===== config.mk =====
export PLATFORM = sky130hd
export DESIGN_NAME = hive_irq_ctrl
export DESIGN_NICKNAME = d
export VERILOG_FILES = /design/src/rtl/hive_irq_ctrl.sv
export SDC_FILE = /design/constraint.sdc
export NUM_CORES = 1
export LEC_CHECK = 0
export CAP_MARGIN = 40
export CORE_MARGIN = 5
export CORE_UTILIZATION = 25
export CTS_BUF_LIST = sky130_fd_sc_hd__clkbuf_4
export DETAILED_ROUTE_END_ITERATION = 6
export MAX_ROUTING_LAYER = met4
export PLACE_DENSITY = 0.56
export SETUP_SLACK_MARGIN = 0.5
export SKIP_CTS_REPAIR_TIMING = 1
export SLEW_MARGIN = 20
export SYNTH_ARGS = -nofsm -noshare
export SYNTH_HDL_FRONTEND = slang
export SYNTH_SLANG_ARGS = --single-unit

===== constraint.sdc =====
create_clock -name clk_i -period 6.2 [get_ports clk_i]
set_clock_uncertainty 0.15 [all_clocks]
set_input_delay 0.62 -clock clk_i [delete_from_list [all_inputs] [get_ports clk_i]]
set_output_delay 0.62 -clock clk_i [all_outputs]
set_load 0.005 [all_outputs]

===== src/rtl/hive_irq_ctrl.sv =====
// Per-thread interrupt / thread-clear scheduler for the 8-thread barrel core.
// Events are held pending per thread and presented to the PC ring when the owning slot reaches stage 0.
module hive_irq_ctrl #(
    parameter int THREADS = 8,
    parameter int ID_W    = 3
) (
    input  logic               clk_i,
    input  logic               rst_i,
    input  logic [ID_W-1:0]    id_i,
    input  logic [THREADS-1:0] irq_req_i,
    input  logic [THREADS-1:0] clt_req_i,
    input  logic               en_wr_i,
    input  logic [THREADS-1:0] en_i,
    input  logic               irt_i,
    input  logic [ID_W-1:0]    irt_id_i,
    output logic               clt_o,
    output logic               irq_o,
    output logic [THREADS-1:0] en_o,
    output logic [THREADS-1:0] pend_o,
    output logic [THREADS-1:0] isr_o
);

    logic [THREADS-1:0] irq_prev_q, irq_prev_d;
    logic [THREADS-1:0] clt_prev_q, clt_prev_d;
    logic [THREADS-1:0] en_q, en_d;
    logic [THREADS-1:0] pend_q, pend_d;
    logic [THREADS-1:0] clt_pend_q, clt_pend_d;
    logic [THREADS-1:0] isr_q, isr_d;

    logic [THREADS-1:0] irq_edge;
    logic [THREADS-1:0] clt_edge;
    logic [THREADS-1:0] slot_sel;
    logic [THREADS-1:0] irt_sel;
    logic [THREADS-1:0] svc_clt;
    logic [THREADS-1:0] svc_irq;

    // Clear outranks interrupt on the same slot, so irq_o is masked by a pending clear.
    assign clt_o  = clt_pend_q[id_i];
    assign irq_o  = pend_q[id_i] & en_q[id_i] & ~isr_q[id_i] & ~clt_pend_q[id_i];
    assign en_o   = en_q;
    assign pend_o = pend_q;
    assign isr_o  = isr_q;

    assign irq_edge = irq_req_i & ~irq_prev_q;
    assign clt_edge = clt_req_i & ~clt_prev_q;

    always_comb begin
        slot_sel           = '0;
        slot_sel[id_i]     = 1'b1;
        irt_sel            = '0;
        irt_sel[irt_id_i]  = irt_i;
    end

    assign svc_clt = slot_sel & {THREADS{clt_o}};
    assign svc_irq = slot_sel & {THREADS{irq_o}};

    // New edges are OR-ed in after the service terms so an edge arriving in its own service cycle is re-queued.
    always_comb begin
        irq_prev_d = irq_req_i;
        clt_prev_d = clt_req_i;
        en_d       = en_wr_i ? en_i : en_q;
        clt_pend_d = clt_edge | (clt_pend_q & ~svc_clt);
        pend_d     = (irq_edge & en_q) | (pend_q & ~svc_irq & ~svc_clt);
        isr_d      = svc_irq | (isr_q & ~irt_sel & ~svc_clt);
    end

    always_ff @(posedge clk_i) begin
        if (rst_i) begin
            irq_prev_q <= '0;
            clt_prev_q <= '0;
            en_q       <= '0;
            pend_q     <= '0;
            clt_pend_q <= '0;
            isr_q      <= '0;
        end else begin
            irq_prev_q <= irq_prev_d;
            clt_prev_q <= clt_prev_d;
            en_q       <= en_d;
            pend_q     <= pend_d;
            clt_pend_q <= clt_pend_d;
            isr_q      <= isr_d;
        end
    end

endmodule


Word level (Yosys, flattened, before mapping) --
Cells that the tools add are included.
Word-level totals: bits in registers 48, bits in latches 0, RAM bits 0, bits in read-only memories 0, input port bits 34, output and inout port bits 26, logic and storage cells 48, memories kept 0
Cells by class: add/sub/neg operators 0, $mul 0, divide/modulo/power cells 0, magnitude comparators 4, equality and inequality tests 0, shifts and indexed selects 0, muxes and demuxes 12, bitwise logic cells 24, reductions and logical operators 2
Operators by type and width (number):
- $and 8x8->8 | 11
- $not 8->8 | 5
- $or 8x8->8 | 3
- $bmux 1 s3 | 4
- $lt 3x4->1 const B | 2
- $demux 1 s3 | 2
- $ge 3x1->1 const B | 2
- $mux 1 | 6
- $and 1x1->1 | 3
- $logic_and 1x1->1 | 2
- $not 1->1 | 2

Depth between registers and ports, before layout --
depth in word-level cells 10, depth in mapped cells 7, gate-level depth less buffers 5

Least setup slack after synthesis --
No wires, ideal clock.
path kind in2out, start point input id_i[0], end point output irq_o, arrival time 2.231 ns, data required time 5.430 ns, slack 3.199 ns, stages on the path 5, path buffers 1, cell sequence mux4_1 mux2_2 or4_4 buf_6 nor2_1
On the way: elaborated cells on any way between the ends 13, classes of those cells 8 x mux; 5 x bitwise
RTL lines:
- start: declaration | RTL line 9 | input logic [ID_W-1:0] id_i,
- $bmux 1 s3
- $mux 1
- via clt_o | RTL line 16 | output logic clt_o,
- $not 1->1 | RTL line 39 | assign irq_o = pend_q[id_i] & en_q[id_i] & ~isr_q[id_i] & ~clt_pend_q[id_i];
- $and 1x1->1 | RTL line 39
- end: declaration | RTL line 17 | output logic irq_o,
The timed path passes the listed nets, and every way through them passes these cells. The select of a mux whose other input is x is not followed.

Worst setup path in the final report --
start point input id_i[0], end point output irq_o
On the way: longest elaborated chain between the ends 5, elaborated cells on any way between the ends 13, classes of those cells 8 x mux; 5 x bitwise
Ends and longest elaborated chain (RTL line):
- $bmux 1 s3 | 39
- $mux 1 (not written as such) | 39
- $and 1x1->1 / $not 1->1 (equally long branches) | 39
- $and 1x1->1 | 39
- $and 1x1->1 * | 39
Every way passes the cells marked *; elsewhere a longest branch is shown, timed or not. The select of a mux whose other input is x is not followed.

==> out/qor.csv <==
stage;metric;value;unit
yosys;syn_avg_cell_area;9.42;um2
floorplan;ios;60;
floorplan;start_util;0.255;
yosys;ys_warn_count;0;
hold_path;hold_path.class;reg -> reg;
sta;hold_violations;0;
route;dr.pass1.iters;5;
route;num_vias;1930;
global_route;grt_pass1_vias;1902;
global_route;use_met2;0.168;
cells_and_area;nNetsFinal;324;
floorplan;die_x;104;um
floorplan;dieHeight;104;um
clocking;cts_sinks;48;
setup_path;cp.arrival;3700;ps
clocking;h-tree-depth;2;
sta;setup_viol;0;
yosys;syn_inst;235;
cells_and_area;fin_cells;399;
setup_path;worstSetupStartpointType;primary input;
outcome;status;completed;
yosys;yosysTopAreaCell;dfxtp_1;
placed_design;gp_congestion;0.860;
clocking;clkSlewWorstSetupHoldPaths;140;ps
power;leakage;1.12;nW
global_route;grt_max_degree;35;
yosys;synthesis.area;0.00221;mm2
setup_path;end_kind;output port;
cells_and_area;drive_gt1_frac;0.0825;
route;drc_errors;0;
power;ir_drop;0.0738;mV
global_route;grt_pass1_wl;9.93;mm
yosys;synth_area_leaders;dfxtp_1, nor2b_1, o41ai_2;
yosys;synth_top_area_frac;0.434;
clocking;cts_max_path_buffers;2;
placed_design;portBuffers;59;
route;drt-initial-drc-count;156;
placed_design;place_hpwl;4.73;mm
sta;fin_tns_setup;0;ps
global_route;busiest_layer;met2;
clocking;clock_latency;360;ps
clocking;root_buffer;clkbuf_4;
global_route;met3_usage;0.0310;
cells_and_area;fin_util;0.340;
power;power_density;195;mW/mm2
sta;slew_viol_final;0;
sta;timing.fmax;224;MHz
global_route;track_usage;0.116;
floorplan;rows;34;
yosys;ys_seq_elements;48;
sta;worst_pin_slew;775;ps
setup_path;crit_required;5430;ps
route;drtAntennaViolNets;0;
sta;slew_headroom;0.482;
placed_design;placedCellCount;391;
yosys;synth_ff_type;dfxtp_1;
global_route;grt_util_met1;0.158;
route;routedWlPerCell;15.8;um
clocking;cts_tree;built;
global_route;antenna_found_initial;0;
cells_and_area;diodes;0;
floorplan;core;0.00868;mm2
sta;min_period_over_period;0.721;
clocking;cts-buffers-inserted;5;
sta;rsz0062_at_grt;false;
setup_path;crit_type;in -> out;
route;viasPerCell;4.84;
floorplan;die_area;0.0108;mm2
global_route;gr-total-overflow;0;
flow_run;max_cap_viol_count;0;
route;drt_wl_total;6.32;mm
setup_path;crit_fanout;15;
cells_and_area;area_delta_synth_final;33.3;%
sta;period_minus_slack;4470;ps
yosys;synth_fp_nets;269;
yosys;ys_async_sr_fraction;0;
yosys;synthDistinctLibCells;34;
yosys;synth-edff-count;0;
yosys;seq_area_frac_synth;0.434;
## layout make-up
| cell class | instances | area (um2) |
|---|---|---|
| Clock buffer | 5 | 37.5 |
| Inverter | 2 | 7.51 |
| Fill cell | 939 | 5730 |
| Sequential cell | 48 | 961 |
| Clock inverter | 3 | 13.8 |
| Timing Repair Buffer | 61 | 601 |
| Multi-Input combinational cell | 172 | 1200 |
| Tap cell | 108 | 135 |
## per-stage QoR
stage | hold slack (ps) | area, um2 | setup WS (ps) | power (mW)
3_3_place_gp | 371 | 2890 | 1820 | 0.443
4_1_cts | 388 | 2950 | 1710 | 0.585
3_5_place_dp | 380 | 2900 | 1720 | 0.445
5_1_grt | 408 | 2950 | 1630 | 0.605
2_1_floorplan | 341 | 2210 | 3200 | 0.392
6_report | 379 | 2950 | 1730 | 0.576
## power by group
group / internal [mW] / switching (mW)
Combinational: 0.0536 / 0.0481
Clock: 0.0419 / 0.0965
Sequential: 0.324 / 0.0121
## cell usage after synthesis (2+ instances only)
| library cell | count |
|---|---|
| or3b_2 | 2 |
| o2bb2ai_1 | 5 |
| a211o_1 | 3 |
| nor4bb_1 | 3 |
| a31oi_1 | 8 |
| clkbuf_1 | 10 |
| mux2i_1 | 9 |
| a21oi_1 | 9 |
| o41ai_2 | 8 |
| nand2_1 | 18 |
| buf_1 | 2 |
| inv_1 | 2 |
| dfxtp_1 | 48 |
| and3_1 | 2 |
| nand3_1 | 2 |
| nor2_1 | 28 |
| nor2b_1 | 35 |
| o211ai_1 | 2 |
| o21ai_0 | 12 |
| o31ai_1 | 2 |
| and3b_1 | 5 |
| nand2b_1 | 3 |
| mux4_1 | 2 |
| a311o_1 | 5 |
## cells by family after synthesis
family                 count (synthesis)  synth area share
buffers and inverters                 15            0.0288
AOI/OAI and AO/OA                     55             0.201
muxes                                 13            0.0797
DFF                                   48             0.434
and+or+nand+nor                      104             0.256
## path summary, 6_finish.rpt
| path | from | end | slack (ps) | depth (start not counted) |
|---|---|---|---|---|
| setup / recovery | id_i[0] | irq_o | 1730 | 6 |
| hold / removal | clt_prev_q[0] | clt_pend_q[0] | 380 | 3 |
| setup reg to reg | clt_pend_q[2] | isr_o[3] | 3730 | 4 |
| hold reg to reg | clt_prev_q[0] | clt_pend_q[0] | 380 | 3 |
## sequential cells by signal, summed over array words and instances (netlist names)
name,flops
clt_prev_q,8
en_o,8
clt_pend_q,8
pend_o,8
isr_o,8
irq_prev_q,8
## placed cells by master (no fill, tap or decap), types with 3 or more instances in the layout
cell,count
and3b_1,5
nand2b_1,3
a211o_1,3
o21ai_0,12
nand2_1,18
a21oi_1,9
clkbuf_4,5
mux2i_1,9
nor2b_1,35
dfxtp_1,48
clkdlybuf4s50_1,58
a31oi_1,8
nor2_1,28
nor4bb_1,3
o41ai_2,8
a311o_1,5
o2bb2ai_1,5
## per-layer routing
metal,vias up,wire length (um)
li1,959,-
met1,906,3100
met2,59,2800
met3,6,355
met4,0,67
met5,-,0
## critical path: stages
cell and delay, ps:
clkdlybuf4s50_1 790, mux4_1 630, mux2_2 310, or4_4 660, nor2_1 160, clkdlybuf4s50_1 520
(Power assumes the default switching activity.)
